$ cat config.mk
export PLATFORM = sky130hd
export DESIGN_NAME = puf_resp_deser
export DESIGN_NICKNAME = d
export VERILOG_FILES = /design/src/rtl/puf_resp_deser.sv
export SDC_FILE = /design/constraint.sdc
export NUM_CORES = 1
export LEC_CHECK = 0
export ABC_AREA = 1
export BUFFER_PORTS_ARGS = -buffer_cell sky130_fd_sc_hd__buf_2
export CORE_AREA = 4 4 117 119
export DETAILED_ROUTE_END_ITERATION = 8
export DIE_AREA = 0 0 121 123
export PLACE_DENSITY = 0.88
export SLEW_MARGIN = 10
export SYNTH_ARGS = -nofsm -noshare
export SYNTH_HDL_FRONTEND = slang
export SYNTH_SLANG_ARGS = --single-unit
$ cat constraint.sdc
create_clock -name clk -period 3.7 [get_ports clk]
set_input_delay 0.37 -clock clk [delete_from_list [all_inputs] [get_ports clk]]
set_output_delay 0.37 -clock clk [all_outputs]
set_load 0.03 [all_outputs]
$ cat src/rtl/puf_resp_deser.sv
// Deserialises one PUF response (32/64/128 bits, LSB-first) into 32-bit words behind a FWFT FIFO.
// Optional macro PUF_RESP_HW_EN adds hw_o, the Hamming weight of the current response.
module puf_resp_deser #(
  parameter int DEPTH  = 4,
  parameter int WORD_W = 32
) (
  input  logic                    clk,
  input  logic                    rstn,
  input  logic                    start,
  input  logic [1:0]              length,
  input  logic                    bit_i,
  input  logic                    bit_valid_i,
  output logic [WORD_W-1:0]       word_o,
  output logic                    word_valid_o,
  input  logic                    word_ready_i,
  output logic                    busy_o,
  output logic                    done_o,
  output logic                    overflow_o,
  output logic [$clog2(DEPTH):0]  fill_o
`ifdef PUF_RESP_HW_EN
  ,
  output logic [7:0]              hw_o
`endif
);

  localparam int PW = $clog2(DEPTH);

  typedef enum logic {IDLE, CAPTURE} state_t;

  state_t            state_q, state_d;
  logic [6:0]        cnt_q, cnt_d;
  logic [6:0]        last_q, last_d;
  logic [WORD_W-1:0] shift_q, shift_d;
  logic              done_q, done_d;
  logic              ovf_q, ovf_d;
  logic [WORD_W-1:0] mem_q [DEPTH];
  logic [PW-1:0]     wr_q, rd_q;
  logic [PW:0]       fill_q;

  logic              push, pop, full, push_ok;
  logic [WORD_W-1:0] push_word;

  // The completed word is the shift register with the incoming bit in position 31.
  assign push_word = {bit_i, shift_q[WORD_W-2:0]};
  assign pop       = word_valid_o && word_ready_i;
  assign full      = (fill_q == (PW+1)'(DEPTH));
  assign push_ok   = push && (!full || pop);

  always_comb begin
    state_d = state_q;
    cnt_d   = cnt_q;
    last_d  = last_q;
    shift_d = shift_q;
    done_d  = 1'b0;
    ovf_d   = ovf_q;
    push    = 1'b0;
    case (state_q)
      IDLE: begin
        if (start) begin
          state_d = CAPTURE;
          cnt_d   = '0;
          shift_d = '0;
          ovf_d   = 1'b0;
          last_d  = (length == 2'b00) ? 7'd31 : (length == 2'b01) ? 7'd63 : 7'd127;
        end
      end
      CAPTURE: begin
        if (bit_valid_i) begin
          shift_d[cnt_q[4:0]] = bit_i;
          cnt_d               = cnt_q + 7'd1;
          push                = (cnt_q[4:0] == 5'd31);
          if (cnt_q == last_q) begin
            done_d  = 1'b1;
            state_d = IDLE;
          end
        end
      end
      default: state_d = IDLE;
    endcase
    // A dropped word never blocks capture; it only marks the sticky flag.
    if (push && full && !pop) ovf_d = 1'b1;
  end

  always_ff @(posedge clk) begin
    if (!rstn) begin
      state_q <= IDLE;
      cnt_q   <= '0;
      last_q  <= '0;
      shift_q <= '0;
      done_q  <= 1'b0;
      ovf_q   <= 1'b0;
      wr_q    <= '0;
      rd_q    <= '0;
      fill_q  <= '0;
    end else begin
      state_q <= state_d;
      cnt_q   <= cnt_d;
      last_q  <= last_d;
      shift_q <= shift_d;
      done_q  <= done_d;
      ovf_q   <= ovf_d;
      if (push_ok) wr_q <= wr_q + 1'b1;
      if (pop)     rd_q <= rd_q + 1'b1;
      if (push_ok && !pop)      fill_q <= fill_q + 1'b1;
      else if (!push_ok && pop) fill_q <= fill_q - 1'b1;
    end
  end

  // Storage needs no reset: the head is masked to zero whenever the FIFO is empty.
  always_ff @(posedge clk) begin
    if (push_ok) mem_q[wr_q] <= push_word;
  end

  assign word_valid_o = (fill_q != '0);
  assign word_o       = word_valid_o ? mem_q[rd_q] : '0;
  assign busy_o       = (state_q == CAPTURE);
  assign done_o       = done_q;
  assign overflow_o   = ovf_q;
  assign fill_o       = fill_q;

`ifdef PUF_RESP_HW_EN
  logic [7:0] hw_q;

  always_ff @(posedge clk) begin
    if (!rstn)                                  hw_q <= '0;
    else if (state_q == IDLE && start)          hw_q <= '0;
    else if (state_q == CAPTURE && bit_valid_i && bit_i) hw_q <= hw_q + 8'd1;
  end

  assign hw_o = hw_q;
`endif

endmodule

# Word level (Yosys, flattened, before mapping)
# Memories as Yosys holds them, arrays and structs flattened. A register that Yosys moved wholly into a read port is not among the register bits.
# Index checks and enable logic that the tools add are counted.
# totals
mem_bits_rw	128
latchBits	0
memories	1
regBits	56
mem_bits_ro	0
# memory_table
memory	depth	width	rd	rd_ports_with_merged_regs	write_ports	line_no	source
mem_q	4	32	1	1	1	36	logic [WORD_W-1:0] mem_q [DEPTH];
# classes
muxes	28
bitwise_logic	1
n_eq_ne	7
addsub	5
mul	0
magnitude_cmp	2
reduce_logical	19
shift	0
n_div	0
# op_table
op	n
$mux 32	3
$pmux 32 s2	1
$bwmux 32	1
$mux 7	4
$pmux 7 s2	1
$mux 1	12
$add 7x1->7 const B	1
$eq 7x7->1	1
$logic_and 1x1->1	7
$lt 5x6->1 const B	1
$mux 3	2
$reduce_and 2->1	3
$demux 1 s5	1
$eq 5x5->1 const B	1
$ge 5x1->1 const B	1
$add 2x1->2 const B	2
$mux 2	2
$ne 2x2->1 const B	2
$reduce_bool 2->1	2
$add 3x1->3 const B	1
$eq 3x3->1 const B	1
$logic_not 1->1	3
$reduce_and 3->1	1
$reduce_bool 3->1	1
7 further kinds	7

# Depth between registers and ports, before layout
# logic_depth
word_depth	8
mapped_depth	17
mapped_depth_nobuf	16

# Least setup slack after synthesis
# OpenSTA, ideal clock, no wires.
# synth_timing
kind	register to register
from	reg cnt_q[0]
to	mem mem_q[0][0] (enable)
stages_incl_launch_ff	10
arrival_ns	2.770
t_required_ns	3.279
setup_slack_ns	0.509
setup_ns	0.421
period_less_slack_ns	3.191
path_cell_list	dfxtp_1 -> ha_1 -> clkbuf_1 -> inv_1 -> nor2_1 -> ha_1 -> inv_1 -> nor2_1 -> nand2_1 -> nor2_1
# synth_via
elab_chain_cells	6
# synth_lines
element	line_no	source
from (decl)	31	logic [6:0] cnt_q, cnt_d;
from (signal assigned)	97	cnt_q <= cnt_d;
$eq 5x5->1	71	push = (cnt_q[4:0] == 5'd31);
$mux 1	68	if (bit_valid_i) begin
$mux 1	57	case (state_q)
$logic_and 1x1->1	47	assign push_ok = push && (!full || pop);
$mux 1	111	if (push_ok) mem_q[wr_q] <= push_word;
$mux 1 (not written as such)	111	
to (decl)	36	
# No other way between the ends.

==> flow_summary.ini <==
[critical_path]
cp-end-kind = primary output
cp.arrival_ns = 2.64
required_ns = 3.33
worstReg2RegStart = cnt_q[0]
cp-endpoint = word_o[19]
reg2reg_slack_ns = 0.82
rr_worst_depth = 15
crit_type = flip-flop to primary output
worst_r2r_endpoint = fill_o[2]
worstPathMaxFanout = 33
worstSetupStartpointType = flip-flop
max_stage_delay_ns = 0.63
slowest_stage = inv_1
path_cells = buf_4 -> inv_1 -> nor2_1 -> o21ai_0 -> a21oi_1 -> buf_2

[detailed_routing]
wirelength_mm = 16.0
vias = 5383
drc = 0
drt-vias-per-instance = 5.70
drt_first_pass_iters = 5
m1WireLength_mm = 6.55
drtIter0Drc = 718
avgRoutedWirePerCell_um = 17.0
ant_nets = 0
wl_met3_mm = 1.07
route.met2.wl_mm = 7.90
top_layer = met4

[floorplanning]
core_um2 = 12600
rows = 41
dieHeight_um = 123
start_util_pct = 59.7
dieArea_um2 = 14900
ios = 47
dieWidth_um = 121

[sta]
period_minus_slack_ns = 3.01
timing.setup.tns_ns = 0
rsz0062_at_grt = false
max_freq_mhz = 332
fin_skew_ns = 0.00711
slew_headroom_pct = 21.8
fin_crit_sh_pct = 81.4
worstMarginPinSlew_ns = 1.17
slew_violations = 0
final_hold_viol_count = 0
setup_viol = 0

[cts]
root_buffer = clkbuf_16
cts_buffers = 17
cts_resized = 0
clk_latency_ns = 0.42
post_cts_buffers = 0
clk_path_buf_depth = 2
clk_pin_slew_worst_paths_ns = 0.06
htreeDepth = 4
cts_num_sinks = 181
cts_tree = built
hold_buffers = 0

[global_route]
track_usage_pct = 22.2
grt_max_degree = 65
first_global_vias = 5020
overflow = 0
antenna_found_initial = 0
grt_pass1_wl_mm = 25.6

[place]
place.gp.congestion = 0.928
portBuffers = 46
dp.final_hpwl_mm = 9.08

[logic_synthesis]
synthesis.area_um2 = 7500
yosys_warnings = 0
yosysUniqueCellTypes = 30
ys_seq_elements = 181
synthCells = 722
yosysSeqAreaShare_pct = 65.4
syn_nets = 741
syn_area_per_cell_um2 = 10.4

[flow_run]
max_cap_viol_count = 0

[power]
ir_drop_mv = 0.579
p_leak_nw = 3.12
power.density_nw_per_um2 = 660
power_w = 0.00554

[final_layout]
final_util_pct = 66.8
area_growth_pct = 12.0
n_antenna_cell = 0
fill_cells = 895
final_common_cell = nor2_1
drive_gt1_share_pct = 12.8
final_nets = 778
final_cell_mix = nor2_1 (189), edfxtp_1 (128), o21ai_0 (98)

[hold_path]
holdCritPathClass = input pin to flip-flop

[status]
status = finished clean
==> state kept, by name, summed over array words and instances (netlist names), 2 cells and up, named ones only <==
signal,cells
wr_q,2
fill_o,3
mem_q,128
rd_q,2
last_q,3
shift_q,31
cnt_q,7
==> cell usage after synthesis, drive strengths merged <==
| master | instances | area (um^2) |
|---|---|---|
| clkbuf | 8 | 30.0 |
| ha | 10 | 125 |
| edfxtp | 128 | 3840 |
| nand3 | 16 | 80.1 |
| buf | 28 | 181 |
| xor2 | 2 | 17.5 |
| nand3b | 1 | 7.51 |
| o21ai | 102 | 510 |
| nor2 | 193 | 724 |
| o21bai | 10 | 75.1 |
| nor3 | 3 | 25.0 |
| a31oi | 15 | 93.8 |
| nand2 | 50 | 246 |
| clkinv | 2 | 7.51 |
| inv | 50 | 188 |
| o22ai | 2 | 12.5 |
| nand4 | 4 | 25.0 |
| a21oi | 43 | 215 |
| dfxtp | 53 | 1060 |
| fa | 1 | 20.0 |
| o21a | 1 | 7.51 |
==> how the worst min path moves through the flow <==
stage,depth (start not counted),end,slack [ns],start
finish,3,last_q[6],0.19,length[1]
global route,3,last_q[6],0.22,length[1]
CTS,3,last_q[6],0.18,length[1]
detailed placement,2,overflow_o,0.45,overflow_o
global placement,2,overflow_o,0.45,overflow_o
floorplan,2,last_q[4],0.45,last_q[4]
==> cells by family (layout without fill, tap and decap cells) <==
logic type	Yosys count	in the layout	synth area share [%]
compound gates	173	173	12.2
fa+ha+maj	11	11	1.94
simple gates	267	267	14.8
buf+inv	88	138	5.42
flops	181	181	65.4
xor+xnor	2	2	0.234
==> power breakdown <==
group / total (W) / switching (W) / internal, W
sequential: 0.00221 / 0.0000305 / 0.00218
clock: 0.00178 / 0.000717 / 0.00106
combinational: 0.00156 / 0.00117 / 0.000384
total: 0.00554 / 0.00192 / 0.00362
==> cell type report <==
type                            count  area [um^2]  area share (%)
Clock buffer                       25          529            6.30
Clock inverter                      7         65.1           0.775
Inverter                           52          195            2.32
Multi-Input combinational cell    453         2200            26.2
Sequential cell                   181         4910            58.4
Tap cell                          172          215            2.56
Timing Repair Buffer               54          290            3.46
==> per-layer routing <==
layer | up-vias | track usage [%]
li1 | 2535 | -
met2 | 226 | 36.7
met5 | - | 0
met4 | 0 | 9.35
met1 | 2586 | 29.0
met3 | 36 | 4.57
==> worst max-delay path: cells and delay by family (launching register included) <==
| kind | cells | cell delay (ns) |
|---|---|---|
| simple gates | 1 | 0.28 |
| compound gates | 2 | 0.38 |
| flops | 1 | 0.30 |
| buf+inv | 3 | 1.24 |
==> through the flow <==
stage | instance area, um^2 | worst slack, ns | hold WS (ns) | instances
after floorplan | 7500 | 0.509 | 0.450 | 722
after global placement | 7800 | 1.02 | 0.450 | 912
after detailed placement | 7800 | 0.866 | 0.452 | 912
after CTS | 8400 | 0.641 | 0.179 | 944
after global routing | 8400 | 0.508 | 0.224 | 944
final | 8400 | 0.687 | 0.190 | 944
No activity file was read; power rests on OpenSTA's default activity.
